===== src/rtl/score_pkg.sv =====
`default_nettype none
// score_pkg: glyph geometry, pixel values and the 10x11 digit bitmap table
// shared by the glyph writer and the digit-recognition path.
package score_pkg;

  localparam int GLYPH_W = 11;
  localparam logic [7:0] FG = 8'hFF;
  localparam logic [7:0] BG = 8'h00;

  typedef logic [3:0] digit_t;
  typedef logic [GLYPH_W-1:0] glyph_row_t;
  typedef glyph_row_t [GLYPH_W-1:0] glyph_t;
  typedef glyph_t [9:0] glyph_tab_t;

  // Row bit [GLYPH_W-1-col] holds pixel col, so literals read left to right.
  localparam glyph_row_t BAR = 11'b00111111100;
  localparam glyph_row_t LFT = 11'b00100000000;
  localparam glyph_row_t RGT = 11'b00000000100;

  // Seven-segment masks {a,b,c,d,e,f,g}, indexed by digit value.
  localparam logic [9:0][6:0] SEG = {
    7'b1111011, 7'b1111111, 7'b1110000, 7'b1011111, 7'b1011011,
    7'b0110011, 7'b1111001, 7'b1101101, 7'b0110000, 7'b1111110
  };

  function automatic glyph_tab_t build_glyphs();
    glyph_tab_t t;
    logic [6:0] s;
    glyph_row_t up, lo;
    for (int d = 0; d < 10; d++) begin
      s  = SEG[d];
      up = (s[1] ? LFT : '0) | (s[5] ? RGT : '0);
      lo = (s[2] ? LFT : '0) | (s[4] ? RGT : '0);
      t[d][0]  = '0;
      t[d][1]  = s[6] ? BAR : up;
      t[d][2]  = up;
      t[d][3]  = up;
      t[d][4]  = up;
      t[d][5]  = s[0] ? BAR : (up | lo);
      t[d][6]  = lo;
      t[d][7]  = lo;
      t[d][8]  = lo;
      t[d][9]  = s[3] ? BAR : lo;
      t[d][10] = '0;
    end
    return t;
  endfunction

  localparam glyph_tab_t GLYPH_TAB = build_glyphs();

endpackage
`default_nettype wire


===== src/rtl/score_glyph_rom.sv =====
`default_nettype none
// score_glyph_rom: combinational (digit, row) -> glyph row lookup; digits
// above 9 and rows past the cell read as all clear.
module score_glyph_rom
  import score_pkg::*;
(
  input  digit_t     digit_i,
  input  logic [3:0] row_i,
  output glyph_row_t row_o
);

  always_comb begin
    row_o = '0;
    if (digit_i <= 4'd9 && row_i < 4'(GLYPH_W)) begin
      row_o = GLYPH_TAB[digit_i][row_i];
    end
  end

endmodule
`default_nettype wire


===== src/rtl/score_glyph_writer.sv =====
`default_nettype none
// score_glyph_writer: streams the 11x11 glyph pixels of NUM_DIGITS BCD digits
// onto a valid/ready write port. Optional: SCORE_LEADING_ZERO_BLANK_EN.
module score_glyph_writer
  import score_pkg::*;
#(
  parameter int NUM_DIGITS = 7,
  parameter int GAP        = 2,
  parameter int X_W        = 10,
  parameter int Y_W        = 9
) (
  input  logic                    clk,
  input  logic                    reset,
  input  logic                    start_i,
  input  logic [4*NUM_DIGITS-1:0] digits_i,
  input  logic [X_W-1:0]          base_x_i,
  input  logic [Y_W-1:0]          base_y_i,
  output logic                    wr_valid_o,
  input  logic                    wr_ready_i,
  output logic [X_W-1:0]          wr_x_o,
  output logic [Y_W-1:0]          wr_y_o,
  output logic [7:0]              wr_data_o,
  output logic                    busy_o,
  output logic                    done_o
);

  localparam int P_W   = (NUM_DIGITS > 1) ? $clog2(NUM_DIGITS) : 1;
  localparam int C_W   = 4;
  localparam int PITCH = GLYPH_W + GAP;
  localparam logic [P_W-1:0] LAST_P  = P_W'(NUM_DIGITS - 1);
  localparam logic [C_W-1:0] LAST_RC = C_W'(GLYPH_W - 1);

  typedef enum logic [1:0] {
    IDLE = 2'd0,
    EMIT = 2'd1,
    DONE = 2'd2
  } state_t;

  state_t                  state_q;
  logic [4*NUM_DIGITS-1:0] digits_q;
  logic [X_W-1:0]          base_x_q;
  logic [Y_W-1:0]          base_y_q;
  logic [P_W-1:0]          cell_q, cell_d;
  logic [C_W-1:0]          row_q, row_d, col_q, col_d;
  logic                    wr_valid_q, busy_q, done_q;
  logic [X_W-1:0]          wr_x_q, wr_x_d;
  logic [Y_W-1:0]          wr_y_q, wr_y_d;
  logic [7:0]              wr_data_q, wr_data_d;

  logic [4*NUM_DIGITS-1:0] src_digits;
  logic [X_W-1:0]          src_x;
  logic [Y_W-1:0]          src_y;
  digit_t                  cur_digit;
  glyph_row_t              rom_row;
  logic                    blank;
  logic                    last_pix;
  logic                    zero_prefix;

  score_glyph_rom u_rom (
    .digit_i (cur_digit),
    .row_i   (row_d),
    .row_o   (rom_row)
  );

  // Next pixel: the first pixel of a new render while idle, otherwise the
  // successor of the one currently presented. Outputs are registered from it.
  always_comb begin
    src_digits  = (state_q == IDLE) ? digits_i : digits_q;
    src_x       = (state_q == IDLE) ? base_x_i : base_x_q;
    src_y       = (state_q == IDLE) ? base_y_i : base_y_q;
    cell_d      = cell_q;
    row_d       = row_q;
    col_d       = col_q;
    zero_prefix = 1'b1;
    blank       = 1'b0;
    if (state_q == IDLE) begin
      cell_d = '0;
      row_d  = '0;
      col_d  = '0;
    end else if (col_q == LAST_RC) begin
      col_d = '0;
      if (row_q == LAST_RC) begin
        row_d  = '0;
        cell_d = cell_q + 1'b1;
      end else begin
        row_d = row_q + 1'b1;
      end
    end else begin
      col_d = col_q + 1'b1;
    end

    cur_digit = src_digits[4*(NUM_DIGITS-1-int'(cell_d)) +: 4];

    for (int i = 0; i < NUM_DIGITS; i++) begin
      if (i <= int'(cell_d) && src_digits[4*(NUM_DIGITS-1-i) +: 4] != 4'd0) begin
        zero_prefix = 1'b0;
      end
    end
`ifdef SCORE_LEADING_ZERO_BLANK_EN
    blank = zero_prefix && (cell_d != LAST_P);
`else
    blank = 1'b0;
`endif

    wr_x_d    = src_x + X_W'(PITCH * int'(cell_d)) + X_W'(col_d);
    wr_y_d    = src_y + Y_W'(row_d);
    wr_data_d = (rom_row[LAST_RC - col_d] && !blank) ? FG : BG;
    last_pix  = (cell_q == LAST_P) && (row_q == LAST_RC) && (col_q == LAST_RC);
  end

  always_ff @(posedge clk) begin
    if (reset) begin
      state_q    <= IDLE;
      digits_q   <= '0;
      base_x_q   <= '0;
      base_y_q   <= '0;
      cell_q     <= '0;
      row_q      <= '0;
      col_q      <= '0;
      wr_valid_q <= 1'b0;
      busy_q     <= 1'b0;
      done_q     <= 1'b0;
      wr_x_q     <= '0;
      wr_y_q     <= '0;
      wr_data_q  <= '0;
    end else begin
      case (state_q)
        IDLE: begin
          done_q <= 1'b0;
          if (start_i) begin
            state_q    <= EMIT;
            digits_q   <= digits_i;
            base_x_q   <= base_x_i;
            base_y_q   <= base_y_i;
            cell_q     <= cell_d;
            row_q      <= row_d;
            col_q      <= col_d;
            wr_x_q     <= wr_x_d;
            wr_y_q     <= wr_y_d;
            wr_data_q  <= wr_data_d;
            wr_valid_q <= 1'b1;
            busy_q     <= 1'b1;
          end
        end
        EMIT: begin
          if (wr_ready_i) begin
            if (last_pix) begin
              state_q    <= DONE;
              wr_valid_q <= 1'b0;
              done_q     <= 1'b1;
            end else begin
              cell_q    <= cell_d;
              row_q     <= row_d;
              col_q     <= col_d;
              wr_x_q    <= wr_x_d;
              wr_y_q    <= wr_y_d;
              wr_data_q <= wr_data_d;
            end
          end
        end
        DONE: begin
          state_q <= IDLE;
          done_q  <= 1'b0;
          busy_q  <= 1'b0;
        end
        default: begin
          state_q    <= IDLE;
          wr_valid_q <= 1'b0;
          busy_q     <= 1'b0;
          done_q     <= 1'b0;
        end
      endcase
    end
  end

  assign wr_valid_o = wr_valid_q;
  assign wr_x_o     = wr_x_q;
  assign wr_y_o     = wr_y_q;
  assign wr_data_o  = wr_data_q;
  assign busy_o     = busy_q;
  assign done_o     = done_q;

endmodule
`default_nettype wire


===== config.mk =====
export PLATFORM = sky130hd
export DESIGN_NAME = score_glyph_writer
export DESIGN_NICKNAME = d
export VERILOG_FILES = /design/src/rtl/score_pkg.sv /design/src/rtl/score_glyph_rom.sv /design/src/rtl/score_glyph_writer.sv
export SDC_FILE = /design/constraint.sdc
export NUM_CORES = 1
export LEC_CHECK = 0
export CORE_MARGIN = 2
export CORE_UTILIZATION = 61
export CTS_BUF_LIST = sky130_fd_sc_hd__clkbuf_8
export DETAILED_ROUTE_END_ITERATION = 10
export MAX_ROUTING_LAYER = met4
export PLACE_DENSITY = 0.89
export SYNTH_ARGS = -nofsm -noshare
export SYNTH_HDL_FRONTEND = slang
export SYNTH_SLANG_ARGS = --single-unit

===== constraint.sdc =====
create_clock -name clk -period 13.72 [get_ports clk]
set_clock_uncertainty 0.05 [all_clocks]
set_input_delay 2.058 -clock clk [delete_from_list [all_inputs] [get_ports clk]]
set_output_delay 2.058 -clock clk [all_outputs]
set_load 0.1 [all_outputs]

==> impl_metrics.toml <==
[pwr]
power_density_mw_per_mm2 = 94.0
leakage_uw = 0.00254
p_comb_share_pct = 25.1
power_frac_seq_pct = 45.4
clockPowerShare_pct = 29.5
p_int_uw = 376
sw_frac_of_total_pct = 35.3
p_switching_uw = 205
ir_worst_vdd_mv = 0.0524

[die]
die_y_um = 96.5
top_level_ports = 81
rows = 33
die_area_mm2 = 0.00931
start_util_pct = 63.2
die_w_um = 96.5
core_region_area_mm2 = 0.00826

[logic_synthesis]
yosys_warnings = 0
ys_types = 72
synth-edff-count = 0
syn_nets = 788
synth_area_per_cell_um2 = 7.47
synth-async-reset-ratio_pct = 0
synth_seq_cells = 83
yosys_most_used_dff = "dfxtp_1"
syn_area_mm2 = 0.00522
ys_seq_area_share_pct = 31.8
syn_inst = 699

[worst_setup_path]
required_ns = 13.88
worstSetupPathType = "reg -> reg"
crit_path_max_fanout = 8
end_kind = "flip-flop"
cp.arrival_ns = 5.20
crit_path_start_kind = "flip-flop"

[sta]
slew_headroom_pct = 31.0
finalHoldViolCount = 0
setup_viol = 0
fmax_mhz = 198
timing.final.crit_share_pct = 36.8
worst_pin_slew_ns = 1.03
final_max_slew_viol_count = 0
min_period_ns = 5.05
final.setup.tns_ns = 0
rsz0062_at_grt = "false"

[place]
dpl-instance-area_mm2 = 0.00599
io_buffers = 80
place.gp.congestion = 0.935
detailedPlacementHpwl_um = 9630

[global_routing]
met2_usage_pct = 53.8
grt_pass1_wl_um = 22800
grtUsageTotal_pct = 32.0
met1_usage_pct = 38.8
grt_max_degree = 83
grt_antenna_before_repair = 0
met3_usage_pct = 4.65
grt_pass1_vias = 5065
gr-max-usage-layer = "met2"
gr-total-overflow = 0

[clock_network]
h-tree-depth = 3
cts.sinks = 83
post_cts_resized = 0
clockBufferDepth = 2
cts_buffers = 9
cts.clk_slew.worst_paths_ns = 0.08
postCtsSetupRepairBufs = 0
ctsHoldBuffers = 0
cts_tree = "done"
root_buffer = "clkbuf_8"
clk_latency_ns = 0.37

[drt]
vias_per_cell = 6.02
antenna_left = 0
num_vias = 5183
routed_wl_um = 13600
dr.pass1.iters = 5
drc = 0
routedWlPerCell_um = 15.8
initialDrtViolationCount = 404

[layout]
stdcell_area_mm2 = 0.00618
syn2layout_area_growth_pct = 18.3
mostFrequentLayoutCells = "nand2_1, a21oi_1, dfxtp_1"
mostFrequentLayoutCell = "nand2_1"
num_antenna_cells = 0
layout-drive-gt1-share_pct = 5.42
fin_nets = 840

[outcome]
status = "finished, final reports clean"

[worst_hold_path]
min_path_type = "reg -> reg"

[run]
max_cap_viol_count = 0
logic make-up (layout without fill, tap and decap cells):
group | after synthesis | count (layout) | share of synthesized area [%]
AOI/OAI and AO/OA | 172 | 172 | 21.3
xor gates and xnor gates | 15 | 15 | 2.52
adders and majority gates | 38 | 38 | 10.1
buffers and inverters | 82 | 139 | 6.59
DFF | 83 | 83 | 31.8
muxes | 14 | 14 | 2.73
and+or+nand+nor | 295 | 295 | 24.9
state kept, by name, indices dropped and copies added, names as in the netlist:
signal and cells:
wr_valid_o 1, busy_o 1, done_o 1, wr_x_o 10
row_q 4, wr_y_o 9, base_x_q 10, state_q 2
cell_q 3, col_q 4, digits_q 28, base_y_q 9
wr_data_o 1
final cells by class:
cell class	instances	area (µm²)
inverter	37	139
fill	630	2080
timing repair buffer	86	841
clock buffer	10	138
sequential	83	1660
multi-input combinational	534	3220
clock inverter	6	46.3
tap	105	131
routing by layer:
| metal | share of wire (%) | routed length [µm] |
|---|---|---|
| met5 | 0 | 0 |
| met4 | 2.5 | 347 |
| met3 | 7.0 | 958 |
| met2 | 48 | 6600 |
| met1 | 42 | 5730 |
worst max-delay path, stage by stage (launching register included):
cell and delay, ns:
dfxtp_1 0.49, nor4bb_1 0.82, a21oi_1 0.23, nor2_1 0.35
ha_1 0.29, inv_1 0.08, fa_1 0.45, fa_1 0.55
inv_1 0.05, ha_1 0.32, nor2b_1 0.15, o21ai_0 0.08
nand2b_1 0.11, a21oi_1 0.07, o21bai_1 0.19, a21oi_1 0.11
or3_1 0.34, nand3_1 0.09, a21oi_1 0.07
path summary, 6_finish.rpt:
| path | startpoint | end | slack [ns] | depth (start not counted) |
|---|---|---|---|---|
| worst min register to register | done_o$_SDFFE_PP0P_ | done_o$_SDFFE_PP0P_ | 0.40 | 2 |
| worst max-delay path | col_q[3]$_SDFFE_PP0P_ | wr_x_o[9]$_SDFFE_PP0P_ | 8.67 | 18 |
| worst min-delay path | done_o$_SDFFE_PP0P_ | done_o$_SDFFE_PP0P_ | 0.40 | 2 |
| worst max register to register | col_q[3]$_SDFFE_PP0P_ | wr_x_o[9]$_SDFFE_PP0P_ | 8.67 | 18 |
cell usage after synthesis, drive strengths merged, types with 4 or more instances:
master / n / share of area, %
a21o: 9 / 1.3
nand2b: 4 / 0.48
xnor2: 10 / 1.7
nand2: 199 / 14
nand4: 4 / 0.48
o21ai: 15 / 1.4
xor2: 5 / 0.84
nor2: 33 / 2.5
a211oi: 6 / 1.1
a222oi: 4 / 0.77
a21oi: 90 / 8.7
buf: 14 / 1.7
o21a: 4 / 0.58
or3: 9 / 1.1
nor3: 9 / 0.86
fa: 7 / 2.7
dfxtp: 83 / 32
nand3: 12 / 1.2
ha: 31 / 7.4
clkbuf: 31 / 2.2
a31oi: 6 / 1.0
inv: 36 / 2.6
mux2i: 12 / 2.3
power groups by stage:
stage | clock network [µW] | registers, µW | logic, µW
2_1_floorplan | 0 | 304 | 64.0
3_3_place_gp | 0 | 268 | 140
3_5_place_dp | 0 | 269 | 144
4_1_cts | 172 | 263 | 145
5_1_grt | 182 | 265 | 156
6_report | 172 | 263 | 146
metrics by stage:
step / total power, µW / cells / setup WS, ns / hold WS, ns / utilization (%)
after floorplan: 368 / 699 / 9.10 / 0.386 / -
after global routing: 603 / 861 / 8.22 / 0.420 / 74.8
after CTS: 580 / 861 / 8.67 / 0.402 / 74.8
after global placement: 408 / 845 / 8.62 / 0.386 / 72.6
after detailed placement: 413 / 845 / 8.46 / 0.389 / 72.6
final: 581 / 861 / 8.67 / 0.398 / 74.8
(Power assumes the default switching activity.)
